File: src/rtl/mem_port_arbiter.sv
// Two-master memory bus arbiter: instruction fetch (read-only) and data access (read/write).
// Define ARB_RR_EN for round-robin tie breaking; otherwise the data port has fixed priority.
module mem_port_arbiter #(
    parameter int ADDR_WIDTH = 32,
    parameter int DATA_WIDTH = 32
) (
    input  logic                    clk,
    input  logic                    rst_n,
    input  logic [ADDR_WIDTH-1:0]   if_addr,
    input  logic                    if_read,
    output logic                    if_req_ready,
    output logic [DATA_WIDTH-1:0]   if_rdata,
    output logic                    if_rdata_valid,
    input  logic                    if_rdata_ready,
    input  logic [ADDR_WIDTH-1:0]   dm_addr,
    input  logic                    dm_read,
    input  logic                    dm_write,
    input  logic [DATA_WIDTH-1:0]   dm_wdata,
    input  logic [DATA_WIDTH/8-1:0] dm_strb,
    output logic                    dm_req_ready,
    output logic [DATA_WIDTH-1:0]   dm_rdata,
    output logic                    dm_rdata_valid,
    input  logic                    dm_rdata_ready,
    output logic [ADDR_WIDTH-1:0]   Mem_Addr,
    output logic                    MemRead,
    output logic                    MemWrite,
    output logic [DATA_WIDTH-1:0]   Write_data,
    output logic [DATA_WIDTH/8-1:0] Write_strb,
    input  logic                    Mem_Req_Ready,
    input  logic [DATA_WIDTH-1:0]   Read_data,
    input  logic                    Read_data_Valid,
    output logic                    Read_data_Ready,
    output logic [1:0]              arb_owner
);

    typedef enum logic [4:0] {
        IDLE  = 5'b00001,
        I_REQ = 5'b00010,
        D_REQ = 5'b00100,
        I_RSP = 5'b01000,
        D_RSP = 5'b10000
    } state_t;

    state_t     state_r;
    state_t     state_s;
    logic [1:0] owner_r;
    logic       flush_r;
    logic       if_pend_s;
    logic       dm_pend_s;
    logic       pick_data_s;
    logic       rsp_ready_s;

    function automatic logic [1:0] owner_of(input state_t s);
        logic [1:0] o;
        case (s)
            I_REQ, I_RSP: o = 2'b01;
            D_REQ, D_RSP: o = 2'b10;
            default:      o = 2'b00;
        endcase
        return o;
    endfunction

    assign if_pend_s = if_read;
    assign dm_pend_s = dm_read | dm_write;
    assign arb_owner = owner_r;

`ifdef ARB_RR_EN
    logic last_data_r;

    // Remember which master received the most recent grant
    always_ff @(posedge clk or negedge rst_n) begin
        if (!rst_n) begin
            last_data_r <= 1'b0;
        end else if ((state_r == IDLE) && (state_s == D_REQ)) begin
            last_data_r <= 1'b1;
        end else if ((state_r == IDLE) && (state_s == I_REQ)) begin
            last_data_r <= 1'b0;
        end else begin
            last_data_r <= last_data_r;
        end
    end

    assign pick_data_s = ~last_data_r;
`else
    // Data is the older instruction in the pipeline, so it always wins a tie
    assign pick_data_s = 1'b1;
`endif

    // State and owner registers
    always_ff @(posedge clk or negedge rst_n) begin
        if (!rst_n) begin
            state_r <= IDLE;
            owner_r <= 2'b00;
        end else begin
            state_r <= state_s;
            owner_r <= owner_of(state_s);
        end
    end

    // Flush flag drains any bus response left over from before reset
    always_ff @(posedge clk or negedge rst_n) begin
        if (!rst_n) begin
            flush_r <= 1'b1;
        end else begin
            flush_r <= 1'b0;
        end
    end

    // Next-state logic
    always_comb begin
        state_s = state_r;
        case (state_r)
            IDLE: begin
                if (dm_pend_s && if_pend_s) begin
                    state_s = pick_data_s ? D_REQ : I_REQ;
                end else if (dm_pend_s) begin
                    state_s = D_REQ;
                end else if (if_pend_s) begin
                    state_s = I_REQ;
                end else begin
                    state_s = IDLE;
                end
            end
            I_REQ: begin
                if (!if_pend_s) begin
                    state_s = IDLE;
                end else if (Mem_Req_Ready) begin
                    state_s = I_RSP;
                end else begin
                    state_s = I_REQ;
                end
            end
            D_REQ: begin
                if (!dm_pend_s) begin
                    state_s = IDLE;
                end else if (Mem_Req_Ready) begin
                    state_s = dm_read ? D_RSP : IDLE;
                end else begin
                    state_s = D_REQ;
                end
            end
            I_RSP: begin
                if (Read_data_Valid && if_rdata_ready) begin
                    state_s = IDLE;
                end else begin
                    state_s = I_RSP;
                end
            end
            D_RSP: begin
                if (Read_data_Valid && dm_rdata_ready) begin
                    state_s = IDLE;
                end else begin
                    state_s = D_RSP;
                end
            end
            default: state_s = IDLE;
        endcase
    end

    // Route bus and handshake signals to and from the current owner
    always_comb begin
        Mem_Addr       = {ADDR_WIDTH{1'b0}};
        MemRead        = 1'b0;
        MemWrite       = 1'b0;
        Write_data     = {DATA_WIDTH{1'b0}};
        Write_strb     = {(DATA_WIDTH/8){1'b0}};
        if_req_ready   = 1'b0;
        dm_req_ready   = 1'b0;
        if_rdata       = {DATA_WIDTH{1'b0}};
        dm_rdata       = {DATA_WIDTH{1'b0}};
        if_rdata_valid = 1'b0;
        dm_rdata_valid = 1'b0;
        rsp_ready_s    = 1'b0;
        case (state_r)
            I_REQ: begin
                Mem_Addr     = if_addr;
                MemRead      = if_read;
                if_req_ready = Mem_Req_Ready;
            end
            D_REQ: begin
                Mem_Addr     = dm_addr;
                MemRead      = dm_read;
                MemWrite     = dm_write;
                Write_data   = dm_wdata;
                Write_strb   = dm_strb;
                dm_req_ready = Mem_Req_Ready;
            end
            I_RSP: begin
                if_rdata       = Read_data;
                if_rdata_valid = Read_data_Valid;
                rsp_ready_s    = if_rdata_ready;
            end
            D_RSP: begin
                dm_rdata       = Read_data;
                dm_rdata_valid = Read_data_Valid;
                rsp_ready_s    = dm_rdata_ready;
            end
            default: begin
                rsp_ready_s = 1'b0;
            end
        endcase
        Read_data_Ready = flush_r | rsp_ready_s;
    end

endmodule

File: config.mk
export PLATFORM = sky130hd
export DESIGN_NAME = mem_port_arbiter
export DESIGN_NICKNAME = d
export VERILOG_FILES = /design/src/rtl/mem_port_arbiter.sv
export SDC_FILE = /design/constraint.sdc
export NUM_CORES = 1
export LEC_CHECK = 0
export ABC_AREA = 1
export CAP_MARGIN = 20
export CELL_PAD_IN_SITES_DETAIL_PLACEMENT = 1
export CELL_PAD_IN_SITES_GLOBAL_PLACEMENT = 1
export CORE_MARGIN = 4
export CORE_UTILIZATION = 12
export DETAILED_ROUTE_END_ITERATION = 6
export PLACE_DENSITY_LB_ADDON = 0.1
export SETUP_SLACK_MARGIN = 0.4
export SLEW_MARGIN = 5
export SYNTH_ARGS = -nofsm -noshare
export SYNTH_HDL_FRONTEND = slang
export SYNTH_SLANG_ARGS = --single-unit
File: constraint.sdc
create_clock -name clk -period 1.7 [get_ports clk]
set_input_delay 0.255 -clock clk [delete_from_list [all_inputs] [get_ports clk]]
set_output_delay 0.255 -clock clk [all_outputs]
set_load 0.05 [all_outputs]
==> Word-level counts from Yosys, hierarchy flattened <==
Cells that the tools add are included.
Widths: inputs -> output; s select.
{ "word_totals": {"ff_bits": 8, "latchBits": 0, "ramBits": 0, "mem_bits_ro": 0, "input_bits": 141, "out_inout_bits": 141, "word_cells": 43, "memories": 0} }
{ "classes": {"add_sub_neg": 0, "mul": 0, "div_mod_pow": 0, "n_lt_le_gt_ge": 0, "eq_ne": 9, "shifts": 0, "n_mux": 24, "bitwise": 2, "n_reduce_logical": 5} }
{ "op_table": {"columns": ["operator", "count"], "rows": [
  ["$mux 32", 3],
  ["$pmux 32 s2", 1],
  ["$pmux 5 s5", 1],
  ["$mux 5", 4],
  ["$mux 4", 4],
  ["$eq 5x2->1 const B", 2],
  ["$eq 5x3->1 const B", 2],
  ["$eq 5x4->1 const B", 2],
  ["$eq 5x5->1 const B", 2],
  ["$mux 3", 2],
  ["$eq 5x1->1 const B", 1],
  ["$mux 1", 5],
  ["$pmux 1 s2", 2],
  ["$pmux 2 s2", 1],
  ["$reduce_or 2->1", 2],
  ["$logic_and 1x1->1", 3],
  ["$mux 2", 1],
  ["$or 1x1->1", 2]
]} }

==> Logic depth before layout (Yosys ltp) <==
Gate-level depths: netlist (run 1).
{ "logic_depth": {"word_depth": 7, "mapped_depth": 8, "depth_no_buf": 7} }

==> Worst setup path after synthesis (run 1) <==
No wires, ideal clock.
{ "synth_timing": {"kind": "reg2out", "start": "reg state_r[2]", "end": "out Mem_Addr[28]", "arrival_ns": 1.956, "required_ns": 1.445, "setup_slack_ns": -0.511, "stages_incl_launch_ff": 5, "n_path_buf": 1, "path_cell_list": "dfrtp_1 > nor2_2 > nand3_1 > clkbuf_2 > o21ai_0"} }
{ "synth_between": {"elab_chain_len": 2, "elab_cells_between_ends": 3, "cone_classes": "eq/ne: 2; mux: 1"} }
{ "synth_rtl": {"columns": ["element", "line", "rtl"], "rows": [
  ["from (decl)", "44", "state_t state_r;"],
  ["from (signal assigned)", "95", "state_r <= state_s;"],
  ["$eq 5x3->1 or $eq 5x2->1 (tied branches)", "174", "case (state_r)"],
  ["$pmux 32 s2 (*)", "174", null],
  ["to (decl)", "24", "output logic [ADDR_WIDTH-1:0] Mem_Addr,"]
]} }
Every way passes the cells marked *; elsewhere a longest branch is shown, timed or not.

==> Worst setup path after layout (run 1) <==
{ "layout_timing": {"start": "reg state_r[0]", "end": "out Read_data_Ready"} }
{ "layout_between": {"elab_chain_len": 3, "elab_cells_between_ends": 4, "cone_classes": "eq/ne: 2; mux: 1; bitwise: 1"} }
{ "layout_rtl": {"columns": ["element", "line", "rtl"], "rows": [
  ["$eq 5x5->1 or $eq 5x4->1 (tied branches)", "174", null],
  ["$pmux 1 s2 (*)", "174", null],
  ["$or 1x1->1 (*)", "202", "Read_data_Ready = flush_r | rsp_ready_s;"],
  ["to (decl)", "32", "output logic Read_data_Ready,"]
]} }
Marked as above.

==> results of run 1 <==
-- repair_timing --
action                                 4_1_cts  5_1_grt
setup endpoints to repair                  146      146
pin swaps                                    3        3
cloned                                       0        2
gates resized for setup                     31        7
buffers inserted                             8        3
endpoints found under the hold margin        0        0
-- worst max path at each step --
stage	slack, ns	endpoint
after floorplan	0.14	dm_rdata[11]
after global placement	0.06	Write_data[21]
after detailed placement	0.003	Write_data[29]
after CTS	-0.19	Mem_Addr[16]
after global routing	-0.24	Mem_Addr[12]
final	-0.18	Read_data_Ready
-- logic make-up after synthesis --
logic type,after synthesis
flops,8
simple gates,178
compound gates,39
buf+inv,132
other cells,1
-- sequential cells by signal, indices dropped and copies added (netlist names) --
signal	count
arb_owner	2
flush_r	1
state_r	5
-- cell usage in the layout (no fill, tap or decap) --
master and count:
o22ai_2 1, dfrtp_2 2, o21ai_4 29, a21oi_1 1, conb_1 1, nand2_2 4, clkbuf_1 1, o21ai_2 5
clkbuf_16 5, buf_12 151, nor2_2 3, inv_2 2, nand3_2 1, nor2_4 109, clkdlybuf4s50_1 140, dfrtp_1 4
buf_4 9, buf_6 6, nand4_4 1, dfstp_2 2, o21ai_1 1, nand4_1 1, nand2_1 51, inv_1 113
nand3_4 3, nor2_1 5, a21oi_2 2
-- power by group --
part           switching (W)  internal (W)  total, W
combinational        0.00273       0.00226   0.00499
clock               0.000102      0.000313  0.000416
sequential         0.0000498      0.000249  0.000299
-- routing by layer --
layer	vias to the layer above	track usage	part of all wire
met5	-	0	0
met4	0	0.0248	0.016
met3	14	0.0451	0.098
met2	168	0.277	0.56
met1	1494	0.142	0.33
li1	1586	-	-
-- cell type report --
| cell class | instances | area share |
|---|---|---|
| Clock buffer | 4 | 0.0103 |
| Multi-Input combinational cell | 218 | 0.277 |
| Tap cell | 184 | 0.0300 |
| Timing Repair Buffer | 308 | 0.600 |
| Inverter | 115 | 0.0562 |
| Sequential cell | 8 | 0.0267 |
-- worst max-delay path, cell delays in order, from the launching register on --
cell and delay [ns]:
dfstp_2 0.57, nor2_4 0.08, buf_12 0.13, nand3_4 0.12, inv_1 0.10, a21oi_2 0.15
nand2_2 0.08, buf_12 0.15
-- per-stage QoR --
step                      area, um2  hold WS, ns   util  total power [W]
final                          7690        0.316  0.525          0.00570
after detailed placement       7320        0.575  0.500          0.00509
after global placement         7320        0.562  0.500          0.00502
after global routing           7690        0.352  0.525          0.00596
after CTS                      7590        0.327  0.519          0.00575
after floorplan                2820      -0.0406      -          0.00285
==> results.toml, run 1 <==
[timing]
rsz0062_at_grt = "yes"
finalHoldViolCount = 0
finClkSkew_ns = 0.00157
post-route-period-util = 1.11
fin_crit_ns = 1.88
final_max_slew_viol_count = 0
fin_ws_ns = -0.184
max_freq_mhz = 531
final.setup.tns_ns = -17.56
final-setup-viol-count = 139

[place]
dp_hpwl_um = 11300
dp_slack_ns = 0.00327
port_buffers = 281
dp_cells = 820
place.gp.congestion = 0.751

[synthesis]
synth-simple-area-share = 0.424
yosys.area.top_type_share = 0.239
synth-compound-area-share = 0.150
synth_fa_ha_area_frac = 0
synth_fp_nets = 499
synth_edf_count = 0
ys_types = 22
synth_xor_area_frac = 0
ys_warn_count = 0
ys_ff_latch = 8
muxShareOfSynthArea = 0
synthCells = 358
ys_async_sr_fraction = 1.00
synth.avg_cell_area_um2 = 5.04
yosys-top-cells-area = "inv_1 (24%), nor2_1 (20%), nand2_1 (11%), o21ai_2 (9.7%), dfrtp_1 (8.3%)"
ys.flop_type = "dfrtp_1"
synth.most_common_cell = "inv_1"
synth_top_family_by_area = "simple AND/OR/NAND/NOR gates"
synth_top_cell_by_area = "inv_1"
syn_area_um2 = 1800
yosysSeqAreaShare = 0.112
synth_common_cells = "inv_1 (115), nor2_1 (94), nand2_1 (54), nor2_2 (21), o21ai_2 (20)"

[critical_path]
rr_endpoint = "state_r[0]"
start_kind = "flop"
ff2ff_path_depth = 10
cp.required_ns = 1.44
path_class = "flop to output pin"
critPathCaptureType = "output pin"
r2r-start = "state_r[0]"
ff2ff_setup_slack_ns = -0.03
worstPathMaxFanout = 5
startpoint = "state_r[0]"
critPathArrivalTime_ns = 1.63

[clock_tree]
root_buffer = "clkbuf_16"
tritoncts = "built"
cts-buffers-inserted = 3
hold_buffers = 0
cts_max_level = 1
clock_path_buffers = 2
clock_sinks = 8
path_clk_slew_ns = 0.04
clock_latency_ns = 0.23

[finish]
area_delta_synth_final_pct = 326
multiInputGateArea_um2 = 2130
fill_cells = 1574
layout.cells.non_filler = 837
antennaDiodeCount = 0
drive_gt1_frac = 0.513
regArea_um2 = 205
nNetsFinal = 795

[hold_path]
hp-class = "input port to async pin"

[die]
dieHeight_um = 131
start_util = 0.123
rows = 44
core_area_um2 = 14600
dieWidth_um = 131
io_pins = 282
dieArea_um2 = 17100

[grt]
antenna_found_initial = 0
track_usage = 0.139
grt_max_degree = 36
grt_pass1_vias = 3635
grt_pass1_wl_um = 19200
grt-ovfl-total = 0

[power_and_ir_drop]
power.density_nw_per_um2 = 742
p_leak_nw = 3.20
peakVddDrop_mv = 0.451

[detailed_routing]
drtIter0Drc = 43
drc = 0
ant_nets = 0
first_pass_iters = 4
vias_per_cell = 3.90
wirelength_um = 12800
wire_per_inst_um = 15.3
vias = 3262

[status]
status = "finished with violations"
violations = "negative setup slack"

[run]
drv_cap = 0
Note: power is estimated with default switching activity, not from simulation.
==> run 2: changes to the inputs <==
--- a/config.mk
+++ b/config.mk
@@ -9,9 +9,10 @@
 export CAP_MARGIN = 20
 export CELL_PAD_IN_SITES_DETAIL_PLACEMENT = 1
 export CELL_PAD_IN_SITES_GLOBAL_PLACEMENT = 1
-export CORE_MARGIN = 4
-export CORE_UTILIZATION = 12
+export CORE_AREA = 4 4 106 108
 export DETAILED_ROUTE_END_ITERATION = 6
+export DIE_AREA = 0 0 110 112
+export DONT_BUFFER_PORTS = 1
 export PLACE_DENSITY_LB_ADDON = 0.1
 export SETUP_SLACK_MARGIN = 0.4
 export SLEW_MARGIN = 5
==> run 2 against run 1 <==
  * The flow still finishes with violations (negative setup slack)
  * Sequential power up 19%
  * Worst hold slack worse by 0.15 ns
  * Flip-flop and latch count unchanged
  * Critical endpoint is now Write_data[2]
  * Largest cell class unchanged
==> results.toml, run 2 (synthesis gave the netlist of run 1 again) <==
[clock_tree]
cts_max_level = 1
clock_sinks = 8
tritoncts = "built"
root_buffer = "clkbuf_8"
cts-buffers-inserted = 3
path_clk_slew_ns = 0.04
clock_latency_ns = 0.23
clock_path_buffers = 2

[timing]
tightest_slew_ns = 0.528
post-route-period-util = 1.12
max_freq_mhz = 524
relSlewSlack = 0.649
fin_ws_ns = -0.209
rsz0062_at_grt = "yes"
finalHoldViolCount = 0
final-setup-viol-count = 139
fin_crit_ns = 1.91
final_max_slew_viol_count = 0
finClkSkew_ns = 0.000983

[detailed_routing]
drc = 0
vias_per_cell = 4.39
ant_nets = 0
drtIter0Drc = 74
wirelength_um = 13300
vias = 2906
wire_per_inst_um = 20.1
first_pass_iters = 4

[finish]
layout_common_cells = "buf_12 (135), inv_1 (110), nor2_4 (107), o21ai_4 (33), nand2_2 (24)"
largest_register = "state_r"
final_common_cell = "buf_12"
nNetsFinal = 669
area_delta_synth_final_pct = 259
drive_gt1_frac = 0.719
antennaDiodeCount = 0
fin_area_um2 = 6470
largest_reg_flops = 5

[run]
drv_cap = 0

[hold_path]
hp-class = "input port to flop"

[power_and_ir_drop]
clkPwrFrac = 0.039
p_sw_w = 0.00310
power.density_nw_per_um2 = 917
power_frac_comb = 0.901
p_leak_nw = 2.82
p_sw_frac = 0.522
power.internal_w = 0.00284
peakVddDrop_mv = 0.625
seqPwrFrac = 0.060

[critical_path]
worstPathMaxFanout = 6
r2r-start = "state_r[1]"
startpoint = "state_r[1]"
rr_endpoint = "arb_owner[1]"
critPathCaptureType = "output pin"
path_class = "flop to output pin"
critPathArrivalTime_ns = 1.65
ff2ff_setup_slack_ns = 0.10
ff2ff_path_depth = 9
start_kind = "flop"
cp.required_ns = 1.44
crit_path_end = "Write_data[2]"

[grt]
grt_pass1_vias = 3477
grt_max_degree = 21
grt-ovfl-total = 0
track_usage = 0.207
grt_pass1_wl_um = 19800
antenna_found_initial = 0

[die]
io_pins = 282
dieWidth_um = 110
core_area_um2 = 10200
dieHeight_um = 112
dieArea_um2 = 12300
rows = 37
start_util = 0.176

[status]
violations = "negative setup slack"
status = "finished with violations"

[place]
placed_area_um2 = 5630
place.gp.congestion = 0.747
dp_slack_ns = 0.0271
dp_hpwl_um = 9830
port_buffers = 0
[run 2: worst min path at each step]
stage / from / endpoint / slack (ns) / cells past startpoint
finish: if_read / state_r[1] / 0.17 / 2
global route: if_read / arb_owner[0] / 0.18 / 2
CTS: if_read / arb_owner[0] / 0.22 / 2
detailed placement: rst_n / state_r[2] / -0.04 / 0
global placement: rst_n / arb_owner[1] / -0.04 / 0
floorplan: rst_n / arb_owner[0] / -0.04 / 0
[run 2: repair_timing]
item,in CTS,in global routing
hold buffers,1,0
cloned,8,1
setup endpoints to repair,145,146
resized for setup,62,35
hold endpoints to repair,8,0
buffers inserted,19,7
pin swaps,12,8
[run 2: worst max-delay path, cell delays in order (launching register included)]
cell	delay, ns
dfrtp_1	0.42
nor2_4	0.15
buf_4	0.14
nand4_4	0.11
buf_12	0.18
buf_16	0.15
nor2_4	0.11
buf_12	0.15
[run 2: power groups by stage]
stage / Sequential (W) / Clock, W / Combinational, W
floorplan: 0.000338 / 0 / 0.00251
global placement: 0.000352 / 0 / 0.00424
detailed placement: 0.000356 / 0 / 0.00430
CTS: 0.000351 / 0.000233 / 0.00515
global route: 0.000360 / 0.000247 / 0.00557
finish: 0.000355 / 0.000233 / 0.00535
[run 2: area by class of cell]
| cell class | count | area [um2] |
|---|---|---|
| repair buffers | 182 | 3360 |
| fillers | 1042 | 3760 |
| clock buffers | 3 | 41.3 |
| flip-flops and latches | 8 | 205 |
| multi-input cells | 218 | 2270 |
| well taps | 136 | 170 |
| inverters | 115 | 432 |
[run 2: routing by layer]
metal	vias up	part of all wire	GRT usage
met5	-	0	0
li1	1345	-	-
met2	155	0.60	0.426
met4	0	0.021	0.0474
met3	18	0.083	0.0609
met1	1388	0.29	0.191
[run 2: stage by stage]
step | std cells | utilization | TNS, ns | total power (W) | hold WS [ns]
3_5_place_dp | 623 | 0.550 | 0 | 0.00466 | -0.0396
2_1_floorplan | 358 | - | 0 | 0.00285 | -0.0406
5_1_grt | 662 | 0.633 | -31.73 | 0.00617 | 0.185
6_report | 662 | 0.633 | -22.12 | 0.00594 | 0.170
3_3_place_gp | 623 | 0.550 | 0 | 0.00459 | -0.0398
4_1_cts | 654 | 0.612 | -17.80 | 0.00574 | 0.217
==> run 3: changes to the inputs <==
--- a/config.mk
+++ b/config.mk
@@ -15,6 +15,7 @@
 export DONT_BUFFER_PORTS = 1
 export PLACE_DENSITY_LB_ADDON = 0.1
 export SETUP_SLACK_MARGIN = 0.4
+export SKIP_CTS_REPAIR_TIMING = 1
 export SLEW_MARGIN = 5
 export SYNTH_ARGS = -nofsm -noshare
 export SYNTH_HDL_FRONTEND = slang
==> constraint.sdc (replaced) <==
create_clock -name clk -period 1.7 [get_ports clk]
set_input_delay 0.34 -clock clk [delete_from_list [all_inputs] [get_ports clk]]
set_output_delay 0.34 -clock clk [all_outputs]
set_load 0.05 [all_outputs]
==> run 3 against run 2 <==
  * The flow still finishes with violations (negative setup slack)
  * Critical path depth fell by 2
  * Sequential share of layout area rose by 0.16 points
  * Global-route usage down 3.8 points
  * Non-clock buffer count fell by 14
  * Die area unchanged
  * Via count fell by 4.6%
  * Largest power group unchanged
  * Highest routed layer unchanged
==> results.toml, run 3 (synthesis gave the netlist of run 1 again) <==
[die]
dieArea_um2 = 12300
io_pins = 282
rows = 37
core_area_um2 = 10200
dieHeight_um = 112
start_util = 0.176
dieWidth_um = 110

[finish]
layout_common_cells = "buf_12 (135), inv_1 (114), nor2_4 (105), nand2_1 (42), o21ai_4 (29)"
fill_cells = 1060
drive_gt1_frac = 0.664
largest_register = "state_r"
area_delta_synth_final_pct = 239
nNetsFinal = 655
final_common_cell = "buf_12"
largest_reg_flops = 5
layout.cells.non_filler = 648
fin_util = 0.598
antennaDiodeCount = 0

[power_and_ir_drop]
peakVddDrop_mv = 0.682
p_leak_nw = 2.63
power_w = 0.00522
power.density_nw_per_um2 = 854

[timing]
tightest_slew_ns = 0.505
finalHoldViolCount = 0
final_max_slew_viol_count = 0
finClkSkew_ns = 0.00713
post-route-period-util = 1.19
max_freq_mhz = 496
rsz0062_at_grt = "yes"
fin_ws_ns = -0.317
final-setup-viol-count = 139
whs_ns = 0.267
fin_crit_ns = 2.02
relSlewSlack = 0.664

[hold_path]
worstHoldStart = "if_read"
hp-class = "input port to flop"
hold_end = "arb_owner[0]"
hold_depth = 2

[critical_path]
start_kind = "flop"
cp.required_ns = 1.36
path_class = "flop to output pin"
crit_buf_inv = 2
ff2ff_path_depth = 8
crit_top_cell = "nor2_4"
ff2ff_setup_slack_ns = 0.09
startpoint = "state_r[1]"
r2r-start = "state_r[1]"
critPathArrivalTime_ns = 1.68
rr_endpoint = "arb_owner[1]"
critPathCaptureType = "output pin"
worstPathMaxFanout = 7
critPathTopFamily = "simple AND/OR/NAND/NOR gates"
cpPeakStageDelay_ns = 0.40
cp_slowest_cell = "dfrtp_1"
crit_chain = "nor2_4, buf_4, nand3_4, clkbuf_16, nor2_4"

[place]
port_buffers = 0
place.gp.congestion = 0.731
dp_cells = 626
dp_hpwl_um = 9920

[grt]
grt_pass1_wl_um = 16400
grt_pass1_vias = 3091
grt-ovfl-total = 0
grt_max_degree = 36
track_usage = 0.169
antenna_found_initial = 0

[clock_tree]
cts-buffers-inserted = 3
path_clk_slew_ns = 0.05
clock_path_buffers = 2
root_buffer = "clkbuf_8"
clock_sinks = 8
tritoncts = "built"
cts_max_level = 1
clock_latency_ns = 0.24

[detailed_routing]
vias_per_cell = 4.28
vias = 2772
drc = 0
wire_per_inst_um = 18.3
ant_nets = 0
first_pass_iters = 4
wirelength_um = 11900
drtIter0Drc = 49

[run]
drv_cap = 0

[status]
violations = "negative setup slack"
status = "finished with violations"
run 3: changes by cell type in the layout (fill, tap and decap cells not counted), moves of 5 or more:
| cell | previous run | this run |
|---|---|---|
| clkbuf_16 | 1 | 7 |
| buf_4 | 21 | 14 |
| nand2_2 | 24 | 12 |
| nand2_4 | 9 | 1 |
| nand2_1 | 22 | 42 |
| buf_16 | 9 | 1 |
| buf_8 | 6 | 1 |
run 3: worst max-delay path by stage:
stage / to / slack [ns] / depth (start not counted)
global route: dm_rdata[1] / -0.39 / 5
global placement: Mem_Addr[24] / -0.008 / 7
finish: dm_rdata[1] / -0.32 / 5
detailed placement: Mem_Addr[17] / -0.09 / 7
floorplan: dm_rdata[11] / 0.05 / 4
CTS: Mem_Addr[17] / -0.35 / 7
run 3: cell type report:
| class | count | area, um2 | share of cell area |
|---|---|---|---|
| tap | 136 | 170 | 0.0278 |
| timing repair buffer | 168 | 3140 | 0.513 |
| inverter | 115 | 432 | 0.0706 |
| clock buffer | 3 | 41.3 | 0.00675 |
| multi-input combinational | 218 | 2130 | 0.349 |
| sequential | 8 | 204 | 0.0333 |
run 3: stage by stage:
stage	setup TNS (ns)	worst slack, ns	area (um2)
floorplan	0	0.0545	2820
global placement	-0.0501	-0.00819	5650
detailed placement	-2.28	-0.0875	5650
CTS	-31.18	-0.346	5690
global route	-44.02	-0.387	6120
finish	-33.93	-0.317	6120
run 3: power by group:
part           total (W)  switching (W)  internal (W)
clock network   0.000241      0.0000869      0.000155
registers       0.000360       0.000112      0.000248
logic            0.00462        0.00264       0.00198
run 3: layer usage:
metal / GRT usage / share of wire
met1: 0.149 / 0.29
met3: 0.0586 / 0.097
met2: 0.347 / 0.60
met5: 0 / 0
met4: 0.0449 / 0.019
